==> config.mk <==
export PLATFORM = sky130hd
export DESIGN_NAME = bin2bcd_conv_flat
export DESIGN_NICKNAME = d
export VERILOG_FILES = /design/src/rtl/bin2bcd_pkg.sv /design/src/rtl/bin2bcd_conv_if.sv /design/src/rtl/bcd_adj3.sv /design/src/rtl/bin2bcd_conv.sv /design/src/flat_wrapper.sv
export SDC_FILE = /design/constraint.sdc
export NUM_CORES = 1
export LEC_CHECK = 0
export CAP_MARGIN = 0
export CORE_MARGIN = 1.5
export CORE_UTILIZATION = 30
export CTS_CLUSTER_DIAMETER = 120
export DETAILED_ROUTE_END_ITERATION = 10
export GPL_ROUTABILITY_DRIVEN = 0
export PLACE_DENSITY = 0.57
export SYNTH_ARGS = -nofsm -noshare
export SYNTH_HDL_FRONTEND = slang
export SYNTH_HIERARCHICAL = 1
export SYNTH_SLANG_ARGS = --single-unit
==> constraint.sdc <==
create_clock -name clk -period 1.91 [get_ports clk]
set_input_delay 0.2865 -clock clk [delete_from_list [all_inputs] [get_ports clk]]
set_output_delay 0.2865 -clock clk [all_outputs]
set_load 0.01 [all_outputs]
==> src/rtl/bin2bcd_pkg.sv <==
// Shared types and default sizing for the binary-to-BCD converter.
// Defaults suit a 20-bit Fibonacci result rendered as 7 decimal digits.
package bin2bcd_pkg;

  typedef enum logic [1:0] {
    IDLE = 2'd0,
    OP   = 2'd1,
    DONE = 2'd2
  } state_t;

  localparam int DEF_BIN_W = 20;
  localparam int DEF_N_DIG = 7;

endpackage

==> src/rtl/bin2bcd_conv_if.sv <==
// Request/result bundle between a binary producer and the BCD converter.
interface bin2bcd_conv_if
  import bin2bcd_pkg::*;
#(
  parameter int BIN_W = DEF_BIN_W,
  parameter int N_DIG = DEF_N_DIG
) ();

  logic                 start;
  logic [BIN_W-1:0]     bin;
  logic                 ready;
  logic                 done_tick;
  logic [4*N_DIG-1:0]   bcd;

  modport master (
    output start,
    output bin,
    input  ready,
    input  done_tick,
    input  bcd
  );

  modport slave (
    input  start,
    input  bin,
    output ready,
    output done_tick,
    output bcd
  );

endinterface

==> src/rtl/bcd_adj3.sv <==
// Double-dabble digit correction: a digit of 5 or more gets +3 so the
// following left shift carries correctly into the next decimal digit.
module bcd_adj3 (
  input  logic [3:0] i_dig,
  output logic [3:0] o_dig
);

  assign o_dig = (i_dig >= 4'd5) ? (i_dig + 4'd3) : i_dig;

endmodule

==> src/rtl/bin2bcd_conv.sv <==
// Sequential shift-and-add-3 binary-to-BCD converter: one iteration per clock,
// result published on bcd only when the last shift completes.
module bin2bcd_conv
  import bin2bcd_pkg::*;
#(
  parameter int BIN_W = DEF_BIN_W,
  parameter int N_DIG = DEF_N_DIG
) (
  input  logic           clk,
  input  logic           rst,
  bin2bcd_conv_if.slave  bus
);

  localparam int BCD_W = 4 * N_DIG;
  localparam int CNT_W = $clog2(BIN_W + 1);
  localparam int CAT_W = BCD_W + BIN_W;
  localparam logic [CNT_W-1:0] CNT_LOAD = CNT_W'(BIN_W);
  localparam logic [CNT_W-1:0] CNT_ONE  = CNT_W'(1);

  state_t             r_state, w_state_next;
  logic [CNT_W-1:0]   r_cnt,   w_cnt_next;
  logic [BIN_W-1:0]   r_shift, w_shift_next;
  logic [BCD_W-1:0]   r_work,  w_work_next;
  logic [BCD_W-1:0]   r_bcd,   w_bcd_next;
  logic               r_ready, w_ready_next;
  logic               r_done,  w_done_next;

  logic [BCD_W-1:0]   w_adj;
  logic [CAT_W-1:0]   w_cat;

  for (genvar gi = 0; gi < N_DIG; gi++) begin : g_adj
    bcd_adj3 u_adj (
      .i_dig (r_work[4*gi +: 4]),
      .o_dig (w_adj[4*gi +: 4])
    );
  end

  // Adjust happens on the current digits, then the combined register shifts.
  assign w_cat = {w_adj, r_shift} << 1;

  always_comb begin
    w_state_next = r_state;
    w_cnt_next   = r_cnt;
    w_shift_next = r_shift;
    w_work_next  = r_work;
    w_bcd_next   = r_bcd;
    w_ready_next = r_ready;
    w_done_next  = 1'b0;
    case (r_state)
      IDLE: begin
        w_ready_next = 1'b1;
        if (bus.start) begin
          w_state_next = OP;
          w_shift_next = bus.bin;
          w_work_next  = '0;
          w_cnt_next   = CNT_LOAD;
          w_ready_next = 1'b0;
        end
      end
      OP: begin
        w_work_next  = w_cat[CAT_W-1:BIN_W];
        w_shift_next = w_cat[BIN_W-1:0];
        w_cnt_next   = r_cnt - CNT_ONE;
        w_ready_next = 1'b0;
        if (r_cnt == CNT_ONE) begin
          w_state_next = DONE;
          w_bcd_next   = w_cat[CAT_W-1:BIN_W];
          w_done_next  = 1'b1;
        end
      end
      DONE: begin
        w_state_next = IDLE;
        w_ready_next = 1'b1;
      end
      default: begin
        w_state_next = IDLE;
        w_ready_next = 1'b1;
      end
    endcase
  end

  always_ff @(posedge clk) begin
    if (rst) r_state <= IDLE;
    else     r_state <= w_state_next;
  end

  always_ff @(posedge clk) begin
    if (rst) r_cnt <= '0;
    else     r_cnt <= w_cnt_next;
  end

  always_ff @(posedge clk) begin
    if (rst) r_shift <= '0;
    else     r_shift <= w_shift_next;
  end

  always_ff @(posedge clk) begin
    if (rst) r_work <= '0;
    else     r_work <= w_work_next;
  end

  always_ff @(posedge clk) begin
    if (rst) r_bcd <= '0;
    else     r_bcd <= w_bcd_next;
  end

  always_ff @(posedge clk) begin
    if (rst) r_ready <= 1'b1;
    else     r_ready <= w_ready_next;
  end

  always_ff @(posedge clk) begin
    if (rst) r_done <= 1'b0;
    else     r_done <= w_done_next;
  end

  assign bus.ready     = r_ready;
  assign bus.done_tick = r_done;
  assign bus.bcd       = r_bcd;

endmodule
==> src/flat_wrapper.sv <==
// flat-port wrapper written by rule: the top's interface ports become plain ports
module bin2bcd_conv_flat import bin2bcd_pkg::*;
#(
  parameter int BIN_W = DEF_BIN_W,
  parameter int N_DIG = DEF_N_DIG
)
  (clk, rst, bus_start, bus_bin, bus_ready, bus_done_tick, bus_bcd);
  bin2bcd_conv_if #(.BIN_W(BIN_W), .N_DIG(N_DIG)) bus_i ();
  input  logic clk;
  input  logic rst;
  input wire logic [$bits(bus_i.start)-1:0] bus_start;
  input wire logic [$bits(bus_i.bin)-1:0] bus_bin;
  output wire logic [$bits(bus_i.ready)-1:0] bus_ready;
  output wire logic [$bits(bus_i.done_tick)-1:0] bus_done_tick;
  output wire logic [$bits(bus_i.bcd)-1:0] bus_bcd;
  assign bus_i.start = bus_start;
  assign bus_i.bin = bus_bin;
  assign bus_ready = bus_i.ready;
  assign bus_done_tick = bus_i.done_tick;
  assign bus_bcd = bus_i.bcd;
  bin2bcd_conv #(.BIN_W(BIN_W), .N_DIG(N_DIG)) u_core (.clk(clk), .rst(rst), .bus(bus_i));
endmodule
Yosys cells after proc, flatten, opt, wreduce, memory -nomap -nowiden
Index checks and enable logic that the tools add are counted.
{ "totals": {"ff_bits": 85, "output_inout_bits": 30, "elab_cells": 52} }
{ "op_classes": {"n_reduce_logical": 6, "n_bitwise": 1, "eq_ne": 4, "n_addsub": 8, "muxes": 19, "n_lt_le_gt_ge": 7} }
{ "ops": {"columns": ["operator", "n"], "rows": [
  ["$pmux 28 s2", 1],
  ["$pmux 20 s2", 1],
  ["$ge 4x3->1 const B", 7],
  ["$mux 28", 1],
  ["$add 4x2->4 const B", 6],
  ["$mux 4", 6],
  ["$mux 20", 1],
  ["$pmux 5 s2", 1],
  ["$reduce_and 2->1", 3],
  ["$eq 5x1->1 const B", 1],
  ["$mux 5", 1],
  ["$sub 5x1->5 const B", 1],
  ["$mux 2", 2],
  ["$pmux 2 s2", 1],
  ["$add 3x2->3 const B", 1],
  ["$mux 3", 1],
  ["$eq 2x1->1 const B", 1],
  ["$logic_not 2->1", 1],
  ["$mux 1", 2],
  ["$ne 2x1->1 const B", 1],
  ["$ne 2x2->1 const B", 1],
  ["$pmux 1 s2", 1],
  ["$reduce_bool 2->1", 1],
  ["$reduce_or 2->1", 1],
  ["$not 1->1", 1]
]} }

Depth between registers and ports, before layout
{ "depth": {"depth_word": 3, "mapped_depth": 7, "ltp_nobuf": 7} }

Cells and area by module
The synthesis kept the hierarchy.
{ "by_module_without_submodules": {"columns": ["module", "n_inst", "cells_each", "area_per_inst_um2", "seq_area_each_um2"], "rows": [
  ["bin2bcd_conv", 1, 368, 3434.5, 1701.6],
  ["bcd_adj3", 7, 16, 101.3, 0.0]
]} }

Least setup slack after synthesis
OpenSTA, ideal clock, no wires.
{ "synth_timing": {"path_kind": "register to register", "startpoint": "register u_core.r_cnt[0]", "endpoint": "register u_core.r_bcd[10] (netlist: u_core/bus.bcd[10])", "arrival_ns": 1.611, "required_ns": 1.838, "setup_slack_ns": 0.227, "n_path_buf": 2, "path_stages_with_launch": 7, "path_cell_list": "dfxtp_1 ha_1 or4b_4 buf_6 nor2_8 buf_12 mux2i_1"} }
{ "synth_between": {"elab_chain_cells": 2} }
{ "synth_rtl": {"columns": ["item", "line", "rtl"], "rows": [
  ["start: declaration", "bin2bcd_conv.sv:21", "logic [CNT_W-1:0] r_cnt, w_cnt_next;"],
  ["start signal: assignment", "bin2bcd_conv.sv:89", "else r_cnt <= w_cnt_next;"],
  ["$eq 5x1->1", "bin2bcd_conv.sv:65", "if (r_cnt == CNT_ONE) begin"],
  ["$reduce_and 2->1 (no source line)", null, null],
  ["end signal: assignment", "bin2bcd_conv.sv:104", "else r_bcd <= w_bcd_next;"],
  ["end: declaration", "bin2bcd_conv.sv:24", "logic [BCD_W-1:0] r_bcd, w_bcd_next;"]
]} }
No other way between the ends.
A chain may end at the register's enable or synchronous reset.

Worst setup path after layout
{ "layout_timing": {"startpoint": "register u_core.r_cnt[0]", "endpoint": "register u_core.r_bcd[6] (netlist: u_core/bus.bcd[6])"} }
The elaborated chain is that of the path after synthesis.

==> impl_metrics.json <==
{
  "status": "finished clean",
  "grt_max_degree": 114,
  "detail_route.wl_per_cell_um": 11.88,
  "cts.sinks": 85,
  "worstMarginPinSlew_ps": 472.0,
  "holdCritPathClass": "in2reg",
  "irDropWorstVdd_v": 0.0003573,
  "cp_max_fo": 28,
  "grt_overflow": 0,
  "drive_gt1_frac": 0.07280,
  "drt_pass1_iterations": 4,
  "dieArea_um2": 14460,
  "final_cell_mix": "dfxtp_1, nand2b_1, nor2_1, clkdlybuf4s50_1, nand2_1",
  "syn-cell-area_um2": 4124,
  "synth_cells": 476,
  "die_x_um": 120.2,
  "ctsResizeCount": 0,
  "cp_data_arrival_time_ps": 1950,
  "drcViolationCount": 0,
  "cts_buffers": 9,
  "cts_tree": "yes",
  "clock-skew-final_ps": 7.842,
  "syn_nets": 515,
  "cp.required_ps": 2180,
  "core_um2": 13350,
  "avgViaCountPerCell": 4.638,
  "maxSlewHeadroom": 0.6853,
  "layout_commonest_cell": "dfxtp_1",
  "diodes": 0,
  "period_share": 0.8822,
  "wirelength_um": 8295,
  "ios": 53,
  "fin_ws_ps": 224.9,
  "grt_pass1_vias": 3091,
  "cts.path.max_buffers": 2,
  "dr_total_vias": 3237,
  "rows": 42,
  "hold_viol": 0,
  "slew_viol_final": 0,
  "grt_setup_unrepaired": "no",
  "path_cells": "ha_1 -> or4b_4 -> nor2_8 -> buf_12 -> mux2i_1",
  "area_delta_synth_final_pct": 25.00,
  "critPathLaunchType": "flip-flop",
  "yosysWarnings": 6,
  "htreeDepth": 3,
  "nNetsFinal": 556,
  "layout_min_cycle_time_ps": 1685,
  "drt_iter0_drc": 184,
  "die_y_um": 120.2,
  "timing.fmax_mhz": 593.4,
  "drv_cap": 0,
  "antenna_found_initial": 0,
  "worst_path_max_delay_cell": "or4b_4",
  "gr-usage-all-layers": 0.1186,
  "final.setup.tns_ps": 0,
  "grt_pass1_wl_um": 13970,
  "setup_violations": 0,
  "dp_hpwl_um": 5405,
  "clock_latency_ps": 340,
  "post-place-ws_ps": 202.1,
  "endpoint_kind": "flip-flop",
  "critPathMaxStageDelay_ps": 510,
  "holdBufCountCts": 0,
  "cts.clk_slew.worst_paths_ps": 60,
  "numPortBuffers": 52,
  "initial_core_util": 0.3090,
  "avgSynthCellArea_um2": 8.664,
  "worstSetupPathType": "reg2reg",
  "post_cts_buffers": 0,
  "clockRootBuffer": "clkbuf_16",
  "cellLeakagePower_nw": 1.893,
  "power.density_nw_per_um2": 800.6,
  "drt.antenna.violating_nets": 0
}
## critical path: cells and delay by family (launching register included)
kind	cells	cell delay, ps
adders and majority gates	1	160
and+or+nand+nor	2	620
DFF	1	380
muxes	1	210
buffers and inverters	1	230
## where the power goes
group | switching (mW) | internal (mW) | total (mW)
logic | 0.224 | 0.188 | 0.412
registers | 0.0417 | 1.83 | 1.88
clock network | 0.694 | 1.14 | 1.84
total | 0.959 | 3.17 | 4.13
## flip-flops by register name, indices dropped and copies added, names as in the netlist
register and flops:
u_core/r_cnt 5, u_core/r_work 28, u_core/bus.done_tick 1, u_core/r_state 2, u_core/r_shift 20, u_core/bus.ready 1, u_core/bus.bcd 28
## through the flow
step                area [µm²]  power, mW    util  hold WS (ps)  std cells
floorplan                 4124      2.185       -         427.5        476
detailed placement        4838      2.330  0.3625         461.7        682
CTS                       5155      4.194  0.3862         454.1        698
global route              5155      4.316  0.3862         481.3        698
finish                    5155      4.127  0.3862         453.7        698
global placement          4838      2.324  0.3625         460.3        682
## final timing paths
kind	from	endpoint	slack [ps]	depth (start not counted)
setup reg to reg	u_core/r_cnt[0]$_SDFFE_PP0P_	u_core/bus.bcd[6]$_SDFFE_PP0P_	220	5
hold reg to reg	u_core/bus.bcd[5]$_SDFFE_PP0P_	u_core/bus.bcd[5]$_SDFFE_PP0P_	470	2
setup / recovery	u_core/r_cnt[0]$_SDFFE_PP0P_	u_core/bus.bcd[6]$_SDFFE_PP0P_	220	5
hold / removal	rst	u_core/r_work[17]$_SDFFE_PP0P_	450	3
## final cells by class
class | instances | area (µm²)
Fill cell | 1351 | 8193
Multi-Input combinational cell | 343 | 2220
Tap cell | 176 | 220.2
Clock buffer | 10 | 229.0
Inverter | 17 | 63.81
Sequential cell | 85 | 1702
Clock inverter | 6 | 87.58
Timing Repair Buffer | 61 | 633.1
## metal layers
| metal | part of all wire | routed length [µm] | GRT usage | vias up |
|---|---|---|---|---|
| li1 | - | - | - | 1685 |
| met2 | 0.47 | 3901 | 0.1971 | 64 |
| met4 | 0.010 | 87 | 0.03971 | 0 |
| met1 | 0.48 | 3941 | 0.1474 | 1478 |
| met5 | 0 | 0 | 0 | - |
| met3 | 0.044 | 364 | 0.03443 | 10 |
Note: power is estimated with default switching activity, not from simulation.
